[src/rtl/fifo_adapter_pkg.sv]
// fifo_adapter_pkg: shared constants and helpers for the FIFO read adapter.
// Derives prefetch depth from read latency and sizes counters.
package fifo_adapter_pkg;

    localparam int c_LAT_MIN = 1;
    localparam int c_LAT_MAX = 2;

    function automatic int buf_depth(input int lat);
        return lat + 1;
    endfunction

    function automatic int clog2(input int v);
        int r;
        r = 0;
        while ((1 << r) < v) begin
            r++;
        end
        return r;
    endfunction

endpackage

[src/rtl/fifo_rd_stream_adapter_if.sv]
// fifo_rd_stream_adapter_if: valid/ready stream bundle.
// The adapter is the master; the downstream sink is the slave.
interface fifo_rd_stream_adapter_if #(
    parameter int c_DATA_WIDTH = 32
);
    logic                    m_valid;
    logic                    m_ready;
    logic [c_DATA_WIDTH-1:0] m_data;

    modport master (
        output m_valid,
        output m_data,
        input  m_ready
    );

    modport slave (
        input  m_valid,
        input  m_data,
        output m_ready
    );
endinterface

[src/rtl/fifo_rd_prefetch_buf.sv]
// fifo_rd_prefetch_buf: small circular register buffer with level count.
// Output word is held after the buffer drains so m_data stays stable.
module fifo_rd_prefetch_buf
    import fifo_adapter_pkg::*;
#(
    parameter int c_DATA_WIDTH = 32,
    parameter int c_DEPTH      = 2,
    parameter int c_LVL_WIDTH  = 2
) (
    input  logic                    clk,
    input  logic                    rst,
    input  logic                    wr_en,
    input  logic [c_DATA_WIDTH-1:0] wr_data,
    input  logic                    pop,
    output logic                    valid,
    output logic [c_DATA_WIDTH-1:0] rd_data,
    output logic [c_LVL_WIDTH-1:0]  level
);
    localparam int c_PW = clog2(c_DEPTH);
    localparam logic [c_PW-1:0] c_LAST = c_PW'(c_DEPTH - 1);

    logic [c_DATA_WIDTH-1:0] mem_q [c_DEPTH];
    logic [c_DATA_WIDTH-1:0] mem_d [c_DEPTH];
    logic [c_PW-1:0]         wr_ptr_q, wr_ptr_d;
    logic [c_PW-1:0]         rd_ptr_q, rd_ptr_d;
    logic [c_LVL_WIDTH-1:0]  level_q, level_d;
    logic [c_DATA_WIDTH-1:0] hold_q, hold_d;

    function automatic logic [c_PW-1:0] nxt(input logic [c_PW-1:0] p);
        return (p == c_LAST) ? '0 : p + 1'b1;
    endfunction

    assign valid   = (level_q != '0);
    assign rd_data = valid ? mem_q[rd_ptr_q] : hold_q;
    assign level   = level_q;

    // next-state: write at wr_ptr, pop at rd_ptr, level tracks the difference
    always_comb begin
        mem_d    = mem_q;
        wr_ptr_d = wr_ptr_q;
        rd_ptr_d = rd_ptr_q;
        level_d  = level_q;
        hold_d   = hold_q;
        if (wr_en) begin
            mem_d[wr_ptr_q] = wr_data;
            wr_ptr_d        = nxt(wr_ptr_q);
        end
        if (pop) begin
            rd_ptr_d = nxt(rd_ptr_q);
        end
        unique case ({wr_en, pop})
            2'b10:   level_d = level_q + 1'b1;
            2'b01:   level_d = level_q - 1'b1;
            default: level_d = level_q;
        endcase
        if (valid) begin
            hold_d = mem_q[rd_ptr_q];
        end
    end

    // state registers; reset drops every buffered word
    always_ff @(posedge clk) begin
        if (rst) begin
            for (int i = 0; i < c_DEPTH; i++) begin
                mem_q[i] <= '0;
            end
            wr_ptr_q <= '0;
            rd_ptr_q <= '0;
            level_q  <= '0;
            hold_q   <= '0;
        end else begin
            mem_q    <= mem_d;
            wr_ptr_q <= wr_ptr_d;
            rd_ptr_q <= rd_ptr_d;
            level_q  <= level_d;
            hold_q   <= hold_d;
        end
    end

    a_level_bound: assert property (
        @(posedge clk) disable iff (rst)
        level_q <= c_LVL_WIDTH'(c_DEPTH)
    );

endmodule

[src/rtl/fifo_rd_stream_adapter.sv]
// fifo_rd_stream_adapter: drains a fixed-latency FIFO read port
// into a valid/ready stream through a small prefetch buffer.
module fifo_rd_stream_adapter
    import fifo_adapter_pkg::*;
#(
    parameter int c_DATA_WIDTH = 32,
    parameter int c_RD_LATENCY = 1,
    parameter int c_LVL_WIDTH  = 2
) (
    input  logic                     rd_clk,
    input  logic                     rd_rst,
    output logic                     fifo_rd_en,
    output logic                     fifo_rd_oce,
    input  logic [c_DATA_WIDTH-1:0]  fifo_rd_data,
    input  logic                     fifo_rd_empty,
    fifo_rd_stream_adapter_if.master m,
    output logic [c_LVL_WIDTH-1:0]   buf_level
);
    localparam int c_BUF_DEPTH = buf_depth(c_RD_LATENCY);
    localparam int c_CW        = c_LVL_WIDTH + 2;

    if (c_RD_LATENCY < c_LAT_MIN || c_RD_LATENCY > c_LAT_MAX) begin : g_bad_lat
        $error("c_RD_LATENCY must be 1 or 2");
    end
    if (c_LVL_WIDTH < clog2(c_BUF_DEPTH + 1)) begin : g_bad_lvl
        $error("c_LVL_WIDTH too small for buffer depth");
    end

    logic [c_RD_LATENCY-1:0] sr_q, sr_d;
    logic                    oce_q, oce_d;
    logic [c_CW-1:0]         inflight;
    logic [c_CW-1:0]         demand;
    logic                    rd_en;
    logic                    pop;
    logic                    buf_valid;
    logic [c_DATA_WIDTH-1:0] buf_data;

    // issue only when every outstanding read is guaranteed a buffer slot
    always_comb begin
        pop      = buf_valid && m.m_ready;
        inflight = c_CW'($countones(sr_q));
        demand   = inflight + c_CW'(buf_level) - c_CW'(pop);
        rd_en    = !rd_rst && !fifo_rd_empty
                   && (demand < c_CW'(c_BUF_DEPTH));
        sr_d     = sr_q << 1;
        sr_d[0]  = rd_en;
        oce_d    = 1'b1;
    end

    // in-flight tracker and output-register enable
    always_ff @(posedge rd_clk) begin
        if (rd_rst) begin
            sr_q  <= '0;
            oce_q <= 1'b0;
        end else begin
            sr_q  <= sr_d;
            oce_q <= oce_d;
        end
    end

    fifo_rd_prefetch_buf #(
        .c_DATA_WIDTH (c_DATA_WIDTH),
        .c_DEPTH      (c_BUF_DEPTH),
        .c_LVL_WIDTH  (c_LVL_WIDTH)
    ) u_buf (
        .clk     (rd_clk),
        .rst     (rd_rst),
        .wr_en   (sr_q[c_RD_LATENCY-1]),
        .wr_data (fifo_rd_data),
        .pop     (pop),
        .valid   (buf_valid),
        .rd_data (buf_data),
        .level   (buf_level)
    );

    assign fifo_rd_en  = rd_en;
    assign fifo_rd_oce = oce_q;
    assign m.m_valid   = buf_valid;
    assign m.m_data    = buf_data;

endmodule

[src/flat_wrapper.sv]
// flat-port wrapper written by rule: the top's interface ports become plain ports
module fifo_rd_stream_adapter_flat import fifo_adapter_pkg::*;
#(
    parameter int c_DATA_WIDTH = 32,
    parameter int c_RD_LATENCY = 1,
    parameter int c_LVL_WIDTH  = 2
)
  (rd_clk, rd_rst, fifo_rd_en, fifo_rd_oce, fifo_rd_data, fifo_rd_empty, buf_level, m_m_valid, m_m_data, m_m_ready);
  fifo_rd_stream_adapter_if #(.c_DATA_WIDTH(c_DATA_WIDTH)) m_i ();
  input  logic rd_clk;
  input  logic rd_rst;
  output logic fifo_rd_en;
  output logic fifo_rd_oce;
  input  logic [c_DATA_WIDTH-1:0] fifo_rd_data;
  input  logic fifo_rd_empty;
  output logic [c_LVL_WIDTH-1:0] buf_level;
  output wire logic [$bits(m_i.m_valid)-1:0] m_m_valid;
  output wire logic [$bits(m_i.m_data)-1:0] m_m_data;
  input wire logic [$bits(m_i.m_ready)-1:0] m_m_ready;
  assign m_m_valid = m_i.m_valid;
  assign m_m_data = m_i.m_data;
  assign m_i.m_ready = m_m_ready;
  fifo_rd_stream_adapter #(.c_DATA_WIDTH(c_DATA_WIDTH), .c_RD_LATENCY(c_RD_LATENCY), .c_LVL_WIDTH(c_LVL_WIDTH)) u_core (.rd_clk(rd_clk), .rd_rst(rd_rst), .fifo_rd_en(fifo_rd_en), .fifo_rd_oce(fifo_rd_oce), .fifo_rd_data(fifo_rd_data), .fifo_rd_empty(fifo_rd_empty), .m(m_i), .buf_level(buf_level));
endmodule
[config.mk]
export PLATFORM = sky130hd
export DESIGN_NAME = fifo_rd_stream_adapter_flat
export DESIGN_NICKNAME = d
export VERILOG_FILES = /design/src/rtl/fifo_adapter_pkg.sv /design/src/rtl/fifo_rd_stream_adapter_if.sv /design/src/rtl/fifo_rd_prefetch_buf.sv /design/src/rtl/fifo_rd_stream_adapter.sv /design/src/flat_wrapper.sv
export SDC_FILE = /design/constraint.sdc
export NUM_CORES = 1
export LEC_CHECK = 0
export BUFFER_PORTS_ARGS = -buffer_cell sky130_fd_sc_hd__buf_2
export CELL_PAD_IN_SITES_DETAIL_PLACEMENT = 1
export CELL_PAD_IN_SITES_GLOBAL_PLACEMENT = 1
export CORE_UTILIZATION = 40
export DETAILED_ROUTE_END_ITERATION = 10
export PLACE_DENSITY_LB_ADDON = 0.1
export REMOVE_ABC_BUFFERS = 1
export SYNTH_ARGS = -nofsm -noshare
export SYNTH_HDL_FRONTEND = slang
export SYNTH_SLANG_ARGS = --single-unit
export TNS_END_PERCENT = 1
[constraint.sdc]
create_clock -name rd_clk -period 3.1 [get_ports rd_clk]
set_input_delay 0.465 -clock rd_clk [delete_from_list [all_inputs] [get_ports rd_clk]]
set_output_delay 0.465 -clock rd_clk [all_outputs]
set_load 0.005 [all_outputs]
== Word level (Yosys, flattened, before mapping) ==
Cells that the tools add are included.
Storage, ports and cells
  register bits after elaboration: 102
  input port bits: 36
Cells by class
  $add $sub $neg: 6
  order comparisons: 4
  eq/ne operators: 2
  muxes and demuxes: 11
  bitwise gates (word level): 2
  reduce and logical (&&, ||, !) cells: 8
Operators by type and width (count)
  two-way mux 32 bit: 5
  bitwise mux 64 bit: 1
  demux 32 bit (select 1 bit): 1
  >= comparator 2 bit (second input constant): 2
  logical AND 1 bit: 4
  less-than comparator 4 x 2 -> 1 bit (second input constant): 1
  NOT 1 -> 2 bit: 2
  case mux 2 bit (2 select lines): 1
  nonzero test 2 bit: 2
  subtractor 4 x 1 -> 4 bit: 1
  adder 1 x 2 -> 3 bit: 1
  two-way mux 1 bit: 3
  adder 1 bit (second input constant): 2
  adder 2 x 1 -> 2 bit (second input constant): 1
  equality test 2 x 1 -> 1 bit (second input constant): 1
  equality test 2 bit (second input constant): 1
  logical NOT 1 bit: 2
  less-than comparator 2 x 1 -> 1 bit (second input constant): 1
  subtractor 2 x 1 -> 2 bit (second input constant): 1

== Depth between registers and ports, before layout ==
  depth in word-level cells: 6
  depth in mapped cells: 8
  mapped depth without buffers: 8

== Hierarchy ==
From an unflattened synthesis, not the netlist that was laid out.
Second synthesis, totals
  cell total of the unflattened synthesis: 522
  area, all modules: 4185.3 sq um
Modules (own cells, without submodules)
  fifo_rd_prefetch_buf: instances 1, cells an instance 509, area an instance 4018.9 sq um, sequential area each 2001.9 sq um
  fifo_rd_stream_adapter: instances 1, cells an instance 13, area an instance 166.4 sq um, sequential area each 40.0 sq um

== Worst setup path after synthesis ==
OpenSTA, ideal clock, no wires.
  kind: register to output
  start: reg u_core.u_buf.level_q[0], in the netlist u_core.u_buf.level[0]
  end: out fifo_rd_en
  data arrival time: 1.554 ns
  slack: 1.081 ns
  stages on the path, launching flop included: 7
  cells stage by stage: dfxtp_1 > ha_1 > nor3b_1 > ha_1 > xnor2_1 > nand3_1 > a21oi_1
Between the ends
  longest elaborated chain between the ends: 5
  elaborated cells on any way between the ends: 6
RTL lines
  from (decl): RTL line fifo_rd_prefetch_buf.sv:26  | logic [c_LVL_WIDTH-1:0] level_q, level_d;
  from (signal assigned): RTL line fifo_rd_prefetch_buf.sv:75  | level_q <= level_d;
  from (signal assigned): RTL line fifo_rd_prefetch_buf.sv:82  | level_q <= c_LVL_WIDTH'(c_DEPTH)
  branches (longest 2 deep; another with adder 1 x 2 -> 3 bit)
  subtractor 4 x 1 -> 4 bit *: RTL line fifo_rd_stream_adapter.sv:42  | demand = inflight + c_CW'(buf_level) - c_CW'(pop);
  less-than comparator 4 x 2 -> 1 bit *: RTL line fifo_rd_stream_adapter.sv:44  | && (demand < c_CW'(c_BUF_DEPTH));
  logical AND 1 bit *: RTL line fifo_rd_stream_adapter.sv:44
  to (decl): RTL line flat_wrapper.sv:12  | output logic fifo_rd_en;
Every way passes the cells marked *.

== Final worst setup path ==
Same ends and word-level chain as after synthesis.

==> results.py <==
metrics = {
    "run_status": {
        "status": "finished clean",
    },
    "floorplan": {
        "initial_core_util_pct": 41.8,
        "rows": 36,
        "dieHeight_microns": 104,
        "pin_count": 73,
        "fp.dieArea_sq_um": 10700,
        "core_area_sq_um": 9860,
        "die_w_microns": 104,
    },
    "synthesis": {
        "ys_seq_elements": 102,
        "synth.largest_area_cell": "dfxtp_1",
        "yosys.cell_count.top_type": "nand2_1",
        "synth_top_area_share_pct": 49.5,
        "synth.area.top_cells": "dfxtp_1 (50%), nand2_1 (12%), a21oi_1 (8.3%), nor2_1 (6.1%), a211oi_1 (5.8%)",
        "async_flop_share_pct": 0,
        "netlist_area_sq_um": 4120,
        "synth-edff-count": 0,
        "synth_warnings": 0,
        "ys_seq_area_share_pct": 49.5,
        "synth_ff_type": "dfxtp_1",
        "avgSynthCellArea_sq_um": 7.82,
        "synthCells": 527,
        "synth_commonest_cells": "nand2_1 (130), dfxtp_1 (102), a21oi_1 (68)",
        "ys_types": 25,
    },
    "routing": {
        "routed_via_density": 5.06,
        "drt_pass1_iterations": 4,
        "wl_per_cell_microns": 14.5,
        "wl_microns": 10400,
        "num_vias": 3624,
        "drtAntennaViolNets": 0,
        "drt_iter0_markers": 115,
        "drc_errors": 0,
    },
    "sta": {
        "finalCritPeriodShare_pct": 88.7,
        "setup_viol": 0,
        "drv_slew": 0,
        "worst-slew-pin-transition_ns": 0.961,
        "finalHoldViolations": 0,
        "period_minus_slack_ns": 2.75,
        "fin_tns_setup_ns": 0,
        "fin_ws_ns": 0.350,
        "fmax_ghz": 0.364,
        "maxSlewHeadroom_pct": 35.9,
        "skew_ns": 0.00786,
        "grt_setup_unrepaired": "no",
    },
    "clocking": {
        "cts.repair.resized": 0,
        "cts_tree": "built",
        "clk_path_buf_depth": 2,
        "cts_made_buffers": 9,
        "root_buffer": "clkbuf_8",
        "cts.sinks": 102,
        "clk_latency_ns": 0.36,
        "h-tree-depth": 3,
        "clk_pin_slew_worst_paths_ns": 0.09,
    },
    "critical_path": {
        "r2r_slack_ns": 1.23,
        "reg2reg_to": "u_core.sr_q",
        "regToRegStartpoint": "u_core.u_buf.level[0]",
        "reg2regPathDepth": 6,
        "crit_arrival_ns": 2.29,
        "cp-end-kind": "output pin",
        "path_class": "register to output pin",
        "start_kind": "register",
        "cp.required_ns": 2.63,
        "worstPathMaxFanout": 7,
        "cp-startpoint": "u_core.u_buf.level[0]",
    },
    "placed_design": {
        "portBuffers": 72,
        "place_congestion": 0.731,
        "place_hpwl_microns": 6400,
        "pre_cts_slack_ns": 0.418,
        "placed_area_sq_um": 4490,
    },
    "hold_path": {
        "min_to": "u_core.u_buf.mem_q[25]",
        "hp-start": "fifo_rd_data[25]",
        "hold_depth": 3,
        "hold_class": "primary input to register",
    },
    "grt": {
        "grt_pass1_wl_microns": 17000,
        "grt_overflow_total": 0,
        "grt_pass1_vias": 3619,
        "grt_usage_pct": 19.8,
        "grt_max_degree": 61,
        "antenna_found_initial": 1,
    },
    "finish": {
        "final_cell_area_sq_um": 4670,
        "drive_gt1_share_pct": 16.0,
        "nets": 618,
        "nFillCells": 1244,
        "syn_to_final_growth_pct": 13.3,
    },
    "power_and_ir_drop": {
        "cellPowerDensity_nw_per_um2": 938,
        "ir_drop_mv": 0.474,
        "power.leakage_nw": 1.85,
    },
    "job": {
        "maxCapViolCount": 0,
    },
}
==> stage by stage <==
stage	instances	total power, mW	util [%]	hold slack (ns)
2_1_floorplan	488	2.85	-	0.426
3_3_place_gp	698	3.55	45.5	0.437
3_5_place_dp	698	3.63	45.5	0.442
4_1_cts	714	4.44	47.3	0.330
5_1_grt	715	4.74	47.3	0.344
6_report	716	4.38	47.3	0.348
==> worst max path at each step <==
stage,cells after the start,end
floorplan,3,m_m_data[1]
global placement,5,m_m_data[10]
CTS,5,m_m_data[11]
detailed placement,5,m_m_data[11]
global route,7,fifo_rd_en
finish,7,fifo_rd_en
==> logic make-up (layout without fill, tap and decap cells) <==
kind of cell	Yosys count	in the layout	synth area share (%)
AOI/OAI and AO/OA	102	102	14.3
other	0	1	0
xor gates and xnor gates	4	4	0.850
DFF	102	102	49.5
buffers and inverters	46	100	5.98
and+or+nand+nor	268	269	27.8
adders and majority gates	5	5	1.52
==> critical path, cell delays in order (launching register included) <==
cell	delay, ns
dfxtp_1	0.59
ha_1	0.31
nor3b_1	0.33
ha_1	0.23
xnor2_1	0.12
nand3_1	0.11
a21oi_1	0.12
buf_2	0.13
==> final cells by class <==
| class | instances | area [sq um] | area share, % |
|---|---|---|---|
| Clock buffer | 15 | 146 | 3.13 |
| Tap cell | 133 | 166 | 3.56 |
| Clock inverter | 1 | 30.0 | 0.643 |
| Antenna cell | 1 | 2.50 | 0.0536 |
| Timing Repair Buffer | 77 | 400 | 8.57 |
| Multi-Input combinational cell | 380 | 1860 | 39.7 |
| Sequential cell | 102 | 2040 | 43.7 |
| Inverter | 7 | 26.3 | 0.563 |
==> power by group <==
group	internal [mW]	switching [mW]
clock network	0.377	0.422
logic	0.692	1.08
registers	1.63	0.185
total	2.70	1.68
==> flip-flops by register name, indices dropped and copies added (netlist names) <==
register	count
u_core.u_buf.rd_ptr_q	1
u_core.fifo_rd_oce	1
u_core.sr_q	1
u_core.u_buf.level	2
u_core.u_buf.mem_q	64
u_core.u_buf.wr_ptr_q	1
u_core.u_buf.hold_q	32
==> layer usage <==
metal | track usage [%] | part of all wire [%] | vias to the layer above
met4 | 7.35 | 1.3 | 0
met3 | 3.34 | 3.2 | 9
met5 | 0 | 0 | -
met1 | 23.6 | 46 | 1734
li1 | - | - | 1827
met2 | 35.6 | 50 | 54
==> what timing repair did <==
item,4_1_cts,5_1_grt
endpoints found under the setup margin,0,33
setup buffers,0,0
hold buffers,0,0
==> cell usage in the layout (no fill, tap or decap), types with 2 or more instances in the layout <==
| cell type | count |
|---|---|
| a211oi_1 | 32 |
| a21oi_1 | 68 |
| and2b_1 | 2 |
| buf_2 | 71 |
| buf_4 | 6 |
| clkbuf_1 | 6 |
| clkbuf_8 | 9 |
| dfxtp_1 | 101 |
| ha_1 | 5 |
| inv_1 | 6 |
| nand2_1 | 130 |
| nor2_1 | 67 |
| nor2b_1 | 30 |
| nor3_1 | 32 |
| o21ai_0 | 2 |
| xnor2_1 | 2 |
| xor2_1 | 2 |
(Power assumes the default switching activity.)
